===== config.mk =====
export PLATFORM = sky130hd
export DESIGN_NAME = updown_digit_counter
export DESIGN_NICKNAME = d
export VERILOG_FILES = /design/src/rtl/updown_digit_counter.sv
export SDC_FILE = /design/constraint.sdc
export NUM_CORES = 1
export LEC_CHECK = 0
export CAP_MARGIN = 0
export CORE_ASPECT_RATIO = 1.25
export CORE_UTILIZATION = 57
export CTS_CLUSTER_DIAMETER = 200
export CTS_CLUSTER_SIZE = 28
export DETAILED_ROUTE_END_ITERATION = 10
export GPL_ROUTABILITY_DRIVEN = 0
export PLACE_DENSITY_LB_ADDON = 0.1
export SLEW_MARGIN = 20
export SYNTH_ARGS = -nofsm -noshare
export SYNTH_HDL_FRONTEND = slang
export SYNTH_SLANG_ARGS = --single-unit

===== constraint.sdc =====
create_clock -name udc_clk -period 4.8 [get_ports udc_clk]
set_input_delay 0.96 -clock udc_clk [delete_from_list [all_inputs] [get_ports udc_clk]]
set_output_delay 0.96 -clock udc_clk [all_outputs]
set_load 0.05 [all_outputs]

===== src/rtl/updown_digit_counter.sv =====
// Cascaded hex/BCD up/down digit counter with load, clear, terminal count, wrap pulse and sticky overflow.
// Count, wrap and ovf are registered and update on the sampled edge; tc is combinational; no backpressure.
module updown_digit_counter #(
  parameter int DIGITS = 4
) (
  input  logic                  udc_clk,
  input  logic                  udc_rst_n,
  input  logic                  udc_en,
  input  logic                  udc_clr,
  input  logic                  udc_sel,
  input  logic                  udc_dir,
  input  logic                  udc_load,
  input  logic [4*DIGITS-1:0]   udc_din,
  output logic [4*DIGITS-1:0]   udc_q,
  output logic                  udc_tc,
  output logic                  udc_wrap,
  output logic                  udc_ovf
);

  localparam int W = 4 * DIGITS;

  logic [W-1:0]      cnt_q, cnt_d;
  logic              wrap_q, wrap_d;
  logic              ovf_q, ovf_d;

  logic [DIGITS-1:0] at_max;
  logic [DIGITS-1:0] at_zero;
  logic [W-1:0]      step_val;
  logic [W-1:0]      load_val;
  logic [3:0]        dig;
  logic [3:0]        din_dig;
  logic [3:0]        dig_max;
  logic              carry;

  // Illegal BCD digits (10..15) behave as 9: they count as max and step down to 8.
  always_comb begin
    at_max   = '0;
    at_zero  = '0;
    step_val = '0;
    load_val = '0;
    dig      = '0;
    din_dig  = '0;
    dig_max  = udc_sel ? 4'd9 : 4'd15;
    carry    = 1'b1;
    for (int k = 0; k < DIGITS; k++) begin
      dig        = cnt_q[4*k +: 4];
      din_dig    = udc_din[4*k +: 4];
      at_max[k]  = udc_sel ? (dig >= 4'd9) : (dig == 4'hF);
      at_zero[k] = (dig == 4'd0);
      load_val[4*k +: 4] = (udc_sel && (din_dig > 4'd9)) ? 4'd9 : din_dig;
      if (!carry) begin
        step_val[4*k +: 4] = dig;
      end else if (udc_dir) begin
        step_val[4*k +: 4] = at_max[k] ? 4'd0 : dig + 4'd1;
      end else if (at_zero[k]) begin
        step_val[4*k +: 4] = dig_max;
      end else begin
        step_val[4*k +: 4] = (udc_sel && (dig > 4'd9)) ? 4'd8 : dig - 4'd1;
      end
      carry = carry & (udc_dir ? at_max[k] : at_zero[k]);
    end
  end

  assign udc_tc = udc_en & (udc_dir ? (&at_max) : (&at_zero));

  always_comb begin
    cnt_d  = cnt_q;
    wrap_d = 1'b0;
    ovf_d  = ovf_q;
    if (udc_clr) begin
      cnt_d = '0;
      ovf_d = 1'b0;
    end else if (udc_load) begin
      cnt_d = load_val;
    end else if (udc_en) begin
      cnt_d  = step_val;
      wrap_d = udc_tc;
      ovf_d  = ovf_q | udc_tc;
    end
  end

  always_ff @(posedge udc_clk or negedge udc_rst_n) begin
    if (!udc_rst_n) begin
      cnt_q  <= '0;
      wrap_q <= 1'b0;
      ovf_q  <= 1'b0;
    end else begin
      cnt_q  <= cnt_d;
      wrap_q <= wrap_d;
      ovf_q  <= ovf_d;
    end
  end

  assign udc_q    = cnt_q;
  assign udc_wrap = wrap_q;
  assign udc_ovf  = ovf_q;

endmodule

# ---- Word-level counts from Yosys, hierarchy flattened
# Cells that the tools add are included.
dict set report totals {
  romBits 0
  word_cells 99
  latch_bits 0
  ff_bits 18
  n_memories 0
  ramBits 0
  in_bits 23
}
dict set report op_classes {
  shifts 0
  addsub 8
  eq_ne 5
  n_div 0
  order_cmp 12
  n_mux 41
  bitwise 4
  reduce_logical 23
  n_mul 0
}
# cell count
set op_table {}
lappend op_table {{2-to-1 mux 4 bit} 23}
lappend op_table {{2-to-1 mux 16 bit} 3}
lappend op_table {{greater-than comparator 4 bit (second input constant)} 8}
lappend op_table {{adder 4 x 1 -> 4 bit (second input constant)} 4}
lappend op_table {{equality test 4 bit (second input constant)} 4}
lappend op_table {{>= comparator 4 bit (second input constant)} 4}
lappend op_table {{zero test 4 bit} 4}
lappend op_table {{subtractor 4 x 1 -> 4 bit (second input constant)} 4}
lappend op_table {{2-to-1 mux 1 bit} 14}
lappend op_table {{nonzero test 3 bit} 4}
lappend op_table {{logical AND 1 bit} 8}
lappend op_table {{AND reduction 2 bit} 4}
lappend op_table {{AND reduction 4 bit} 2}
lappend op_table {{AND 1 bit} 3}
lappend op_table {{2-to-1 mux 3 bit} 1}
lappend op_table {{inequality test 2 bit (second input constant)} 1}
lappend op_table {{nonzero test 2 bit} 1}
lappend op_table {{OR 1 bit} 1}

# ---- Depth between registers and ports, before layout
dict set report logic_depth {
  depth_word 9
  ltp_mapped 9
  mapped_depth_nobuf 7
}

# ---- Worst setup path before layout
# No wires, ideal clock.
dict set report synth_timing {
  kind {reg-to-output}
  startpoint {reg cnt_q[0], in the netlist udc_q[0]}
  endpoint {out udc_tc}
  slack_ns 1.526
  path_stages_with_launch 9
  required_ns 3.840
  arrival_time_ns 2.314
  path_cell_list {dfrtp_1 > inv_1 > ha_1 > buf_6 > nor3b_4 > nor3b_2 > nor4b_1 > o221ai_1 > inv_1}
}
dict set report synth_between {
  elab_chain_cells 5
  elab_cells_between_ends 8
  classes_between {order compare (1); eq/ne (1); mux (2); bitwise (1); reduce/logical (3)}
}
# element line
set synth_rtl {}
lappend synth_rtl {{start: declaration} 22} ;# logic [W-1:0] cnt_q, cnt_d;
lappend synth_rtl {{start signal: assignment} 88} ;# cnt_q <= cnt_d;
lappend synth_rtl {{>= comparator 4 bit / equality test 4 bit (equally long branches)} 48} ;# at_max[k] = udc_sel ? (dig >= 4'd9) : (dig == 4'hF);
lappend synth_rtl {{2-to-1 mux 1 bit} 48}
lappend synth_rtl {{AND reduction 4 bit} 64} ;# assign udc_tc = udc_en & (udc_dir ? (&at_max) : (&at_zero));
lappend synth_rtl {{2-to-1 mux 1 bit *} 64}
lappend synth_rtl {{AND 1 bit *} 64}
lappend synth_rtl {{end: declaration} 15} ;# output logic udc_tc,
# Mark *: on every way between the ends. The rest lies on a longest branch, timed or not.

# ---- Worst setup path in the final report
dict set report layout_timing {
  startpoint {in udc_sel}
  endpoint {out udc_tc}
}
dict set report layout_between {
  elab_chain_cells 4
  elab_cells_between_ends 7
  classes_between {mux (5); bitwise (1); reduce/logical (1)}
}
# element line
set layout_rtl {}
lappend layout_rtl {{start: declaration} 10} ;# input logic udc_sel,
lappend layout_rtl {{2-to-1 mux 1 bit} 48}
lappend layout_rtl {{AND reduction 4 bit *} 64}
lappend layout_rtl {{2-to-1 mux 1 bit *} 64}
lappend layout_rtl {{AND 1 bit *} 64}
# Marked as above.

==> metrics <==
Setup WS post-layout=0.9502 ns; final antenna-violating net count=0; H-tree Lvls=1; most frequent cells in the layout=clkdlybuf4s50_1 (40), nor2_1 (25), nand2_1 (18), dfrtp_1 (18), inv_1 (17); Leak Pwr=1.077 nW; Arr. time, crit path=2.89 ns; worst-path fanout max=24; failing checks=design-rule violations; post-route cell area=0.002616 mm^2; run status=complete, but fails checks; Hold Buf Count CTS=0; vias per cell=6.466; hold crit path type=reg2reg; Die ar.=0.004109 mm^2; startpoint types=input pin; final setup fails=0; Num CTS Buffers=3; total number of vias=2179; VDD IR max=0.1740 mV; Async SR Flop Fraction=100.0%; first-pass GRT wire length=9680 um; post-CTS sizing=0; kind of critical path=in2out; average wire per cell in the routed design=16.73 um; R2R cell count=7; Pwr Total=0.8130 mW; fin crit share=80.21%; row count=24; post-DP HPWL=4219 um; cells after synthesis=270; # diodes=0; Fmax=0.2598 GHz; TritonCTS clock tree=built; clk_skew=0.004390 ns; post-route setup TNS=0 ns; final hold violations=0; r2r setup slk=2.51 ns; clock root buffer=clkbuf_8; final non-filler cell total=337; Worst slew margin=36.85%; Worst EP required=3.84 ns; register area share after synthesis=20.50%; fin crit period=3.850 ns; Slew Limit Fails=0; hold_ws=0.5353 ns; clk slew on worst S/H paths=0.07 ns; layout cells sized above 1=9.060%; max-cap violations=0; CORE AREA=0.003573 mm^2; Syn Nets=308; Power per Cell Area=310.7 mW/mm^2; top_reg_cell synth=dfrtp_1; Final #Nets=338; Place WS=0.9618 ns; number of synthesized flops with an enable pin=0; most common cell after layout, fill and taps aside=clkdlybuf4s50_1; Core Util, Final=73.21%; initial antenna violation count=0; Die W=57.53 um; largest net degree at the start of global routing=25; Distinct cells, synth=65; placed insts=334; total gr overflow=0; Final Routed Wirelength=5639 um; # Post-CTS Setup Buffers=0; Tot GR Track Use=29.62%; Placed Area=0.002575 mm^2; # port buffers=41; yosys warns=0; flops & latches, synth=18; synthesized cell area=0.002197 mm^2; number of DRC markers in iteration 0=159; Hold Path Cell Cnt=2; Crit. End Element=primary output; number of remaining DRC errors=2; number of global-route vias before repair=2088; synthesis-to-finish area growth=19.08%; die height=71.42 um; DRT Pass-1 Iters=7; Skew-Pair Late Insertion Delay=0.26 ns; RSZ-0062 raised after global routing=no; Initial Util=61.48%; clk sinks=18; clock buffer depth=2; IO Count=42; worst slew pin tran=0.9453 ns; Syn Area/Cell=8.137 um^2
-- cells by family after synthesis --
logic type / synth area share [%]
compound gates: 32.01
simple gates: 24.15
buf+inv: 8.257
flops: 20.50
fa+ha+maj: 8.542
mux: 4.556
xor+xnor: 1.994
-- where the power goes --
part / internal, mW / leakage (nW) / switching, mW / total (mW)
clock: 0.0560 / 0.0216 / 0.0553 / 0.111
combinational: 0.198 / 0.822 / 0.266 / 0.464
sequential: 0.174 / 0.234 / 0.0641 / 0.238
-- synth_stat cells, types with 3 or more instances --
master | n | share of area [%]
a221oi_1 | 4 | 1.6
nor3_1 | 4 | 0.91
inv_1 | 17 | 2.9
a31oi_1 | 5 | 1.4
mux2_4 | 4 | 2.7
buf_2 | 13 | 3.0
a21oi_1 | 15 | 3.4
ha_1 | 15 | 8.5
mux2i_1 | 4 | 1.8
o21ai_1 | 3 | 0.68
o211a_1 | 3 | 1.4
nor3b_2 | 3 | 1.7
dfrtp_1 | 18 | 21
o21ai_0 | 10 | 2.3
a32oi_1 | 4 | 1.6
o211ai_1 | 9 | 3.1
nor2b_1 | 6 | 1.7
xnor2_1 | 3 | 1.2
o31ai_1 | 8 | 2.7
o21bai_1 | 3 | 1.0
nand2b_1 | 5 | 1.4
o2111ai_1 | 3 | 1.2
o22ai_1 | 3 | 0.85
nor4b_1 | 3 | 1.2
buf_6 | 3 | 1.5
nand2_1 | 18 | 3.1
nand3_1 | 12 | 2.7
nor2_1 | 25 | 4.3
-- per-layer routing --
layer | track usage [%] | vias to the layer above | wire (um)
met5 | 0 | - | 0
met4 | 10.03 | 0 | 113
met3 | 2.527 | 12 | 294
met2 | 50.00 | 73 | 2816
met1 | 39.52 | 1031 | 2413
li1 | - | 1063 | -
-- worst max-delay path, stage by stage --
cell and delay (ns):
clkdlybuf4s50_1 0.45, buf_4 0.26, a21oi_1 0.10, nor3b_2 0.25
nor4b_1 0.29, o221ai_1 0.26, inv_1 0.16, buf_12 0.14
-- sequential cells by signal (all words and copies together), names as in the netlist --
signal    count
udc_q        16
udc_ovf       1
udc_wrap      1
-- area by class of cell --
class | instances | area (um^2)
Clock buffer | 3 | 41.29
Tap cell | 39 | 48.80
Timing Repair Buffer | 44 | 442.9
Fill cell | 281 | 957.2
Multi-Input combinational cell | 215 | 1565
Inverter | 18 | 67.56
Sequential cell | 18 | 450.4
-- final timing paths --
kind | from | endpoint
max | udc_sel | udc_tc
min in group asynchronous | udc_rst_n | udc_q[15]
min | udc_ovf | udc_ovf
max reg2reg | udc_q[0] | udc_q[6]
max in group asynchronous | udc_rst_n | udc_q[1]
min reg2reg | udc_ovf | udc_ovf
Note: power is estimated with default switching activity, not from simulation.
==> edit, RTL diff (config.mk and constraints unchanged) <==
Register the output `udc_q` once more; this adds one clock of latency there. The other outputs are not delayed to match.
--- a/src/rtl/updown_digit_counter.sv
+++ b/src/rtl/updown_digit_counter.sv
@@ -91,7 +91,9 @@
     end
   end
 
-  assign udc_q    = cnt_q;
+  always_ff @(posedge udc_clk) begin
+    udc_q <= cnt_q;
+  end
   assign udc_wrap = wrap_q;
   assign udc_ovf  = ovf_q;
 
Function: changed (Yosys sat finds a counterexample within 4 cycles, from zero or initial values and one cycle with udc_rst_n low).
==> edit against the unedited design <==
Core utilization is 0.23 points lower. Sequential cell count grew 16. Total power rose by 10%. Clock skew grew 0.0017 ns. Largest cell class unchanged. Wire length is 15% higher. Critical endpoint unchanged. Setup slack worse by 0.0065 ns. Critical path type unchanged. Final area grew 17%. Synthesized area up 16%.
==> edit: results (changes against the unedited design) <==
| Metric | Value |
|---|---|
| Skew-Pair Late Insertion Delay | `0.29 ns (was 0.26 ns)` |
| Worst hold margin | `0.446 ns (was 0.535 ns)` |
| Vias in the first global route | `2309 (was 2088)` |
| Mapped Nets | `334 (was 308)` |
| Initial DRC count | `223 (was 159)` |
| Reg2Reg Setup Slack | `2.40 ns (was 2.51 ns)` |
| Fill count | `332 (was 281)` |
| Status | `finished, final reports clean (was finished, violations left)` |
| Tot GR Track Use | `29.6% (about the same)` |
| WHS Endpoint | `udc_q[5]$_DFF_P_ (was udc_ovf$_DFFE_PN0P_)` |
| Ratio of cells with drive above 1 in the final layout | `10.3% (was 9.06%)` |
| Slew headroom | `39.4% (was 36.9%)` |
| Post-synthesis sequential area ratio | `30.3% (was 20.5%)` |
| Reg-to-reg critical path endpoint | `cnt_q[9]$_DFFE_PN0P_ (was udc_q[6]$_DFFE_PN0P_)` |
| Layout Cells excl Fill | `385 (was 337)` |
| Clock skew | `0.00611 ns (was 0.00439 ns)` |
| Dpl cell area | `2970 um^2 (was 2570 um^2)` |
| Place WS | `0.974 ns (was 0.962 ns)` |
| Async SR Flop Fraction | `52.9% (was 100%)` |
| Dpl hpwl | `4550 um (was 4220 um)` |
| Maximum vdd ir drop | `0.000171 V (was 0.000174 V)` |
| Lkg Pwr | `1.30 nW (was 1.08 nW)` |
| Crit-path max cell delay | `0.71 ns (was 0.45 ns)` |
| Drt first pass iters | `4 (was 7)` |
| Dpl cells | `377 (was 334)` |
## edit: cell count changes after synthesis, moves of 7 or more
cell / unedited run / this run
o211ai_1: 9 / 2
a21oi_1: 15 / 22
nor2_1: 25 / 13
o31ai_1: 8 / 1
dfxtp_1: 0 / 16
## edit: how the worst max path moves through the flow
stage | startpoint | to | slack [ns]
floorplan | udc_sel | udc_tc | 1.43
global placement | udc_sel | udc_tc | 0.98
detailed placement | udc_sel | udc_tc | 0.97
CTS | udc_sel | udc_tc | 0.97
global route | udc_sel | udc_tc | 0.83
finish | udc_sel | udc_tc | 0.94
## edit: power breakdown
group,switching [mW],internal (mW)
Combinational,0.189,0.137
Clock,0.100,0.116
Sequential,0.0412,0.313
## edit: logic make-up (layout without fill, tap and decap cells)
logic type	after synthesis	in the layout	share of synthesized area [%]
compound gates	115	115	33.3
simple gates	81	81	18.3
buf+inv	41	74	6.93
flops	34	34	30.3
fa+ha+maj	15	15	7.37
xor+xnor	7	7	2.41
mux	3	3	1.43
## edit: layout make-up
cell class              count  area share, %
well taps                  56           2.29
clock inverters             1          0.163
repair buffers             46           15.0
flip-flops and latches     34           25.2
multi-input cells         221           52.2
clock buffers               7           2.82
inverters                  20           2.45
## edit: metal layers
metal	track usage [%]	vias to the layer above	wire length (um)
met4	15.3	0	248
li1	-	1172	-
met5	0	-	0
met2	47.6	139	3230
met3	5.56	28	423
met1	36.0	1163	2600
## edit: worst reg2reg max path: cells and delay by family, from the launching register on
| family | cells | cell delay, ns |
|---|---|---|
| buf+inv | 1 | 0.15 |
| flops | 1 | 0.48 |
| simple gates | 2 | 0.38 |
| compound gates | 3 | 1.01 |
| fa+ha+maj | 1 | 0.26 |
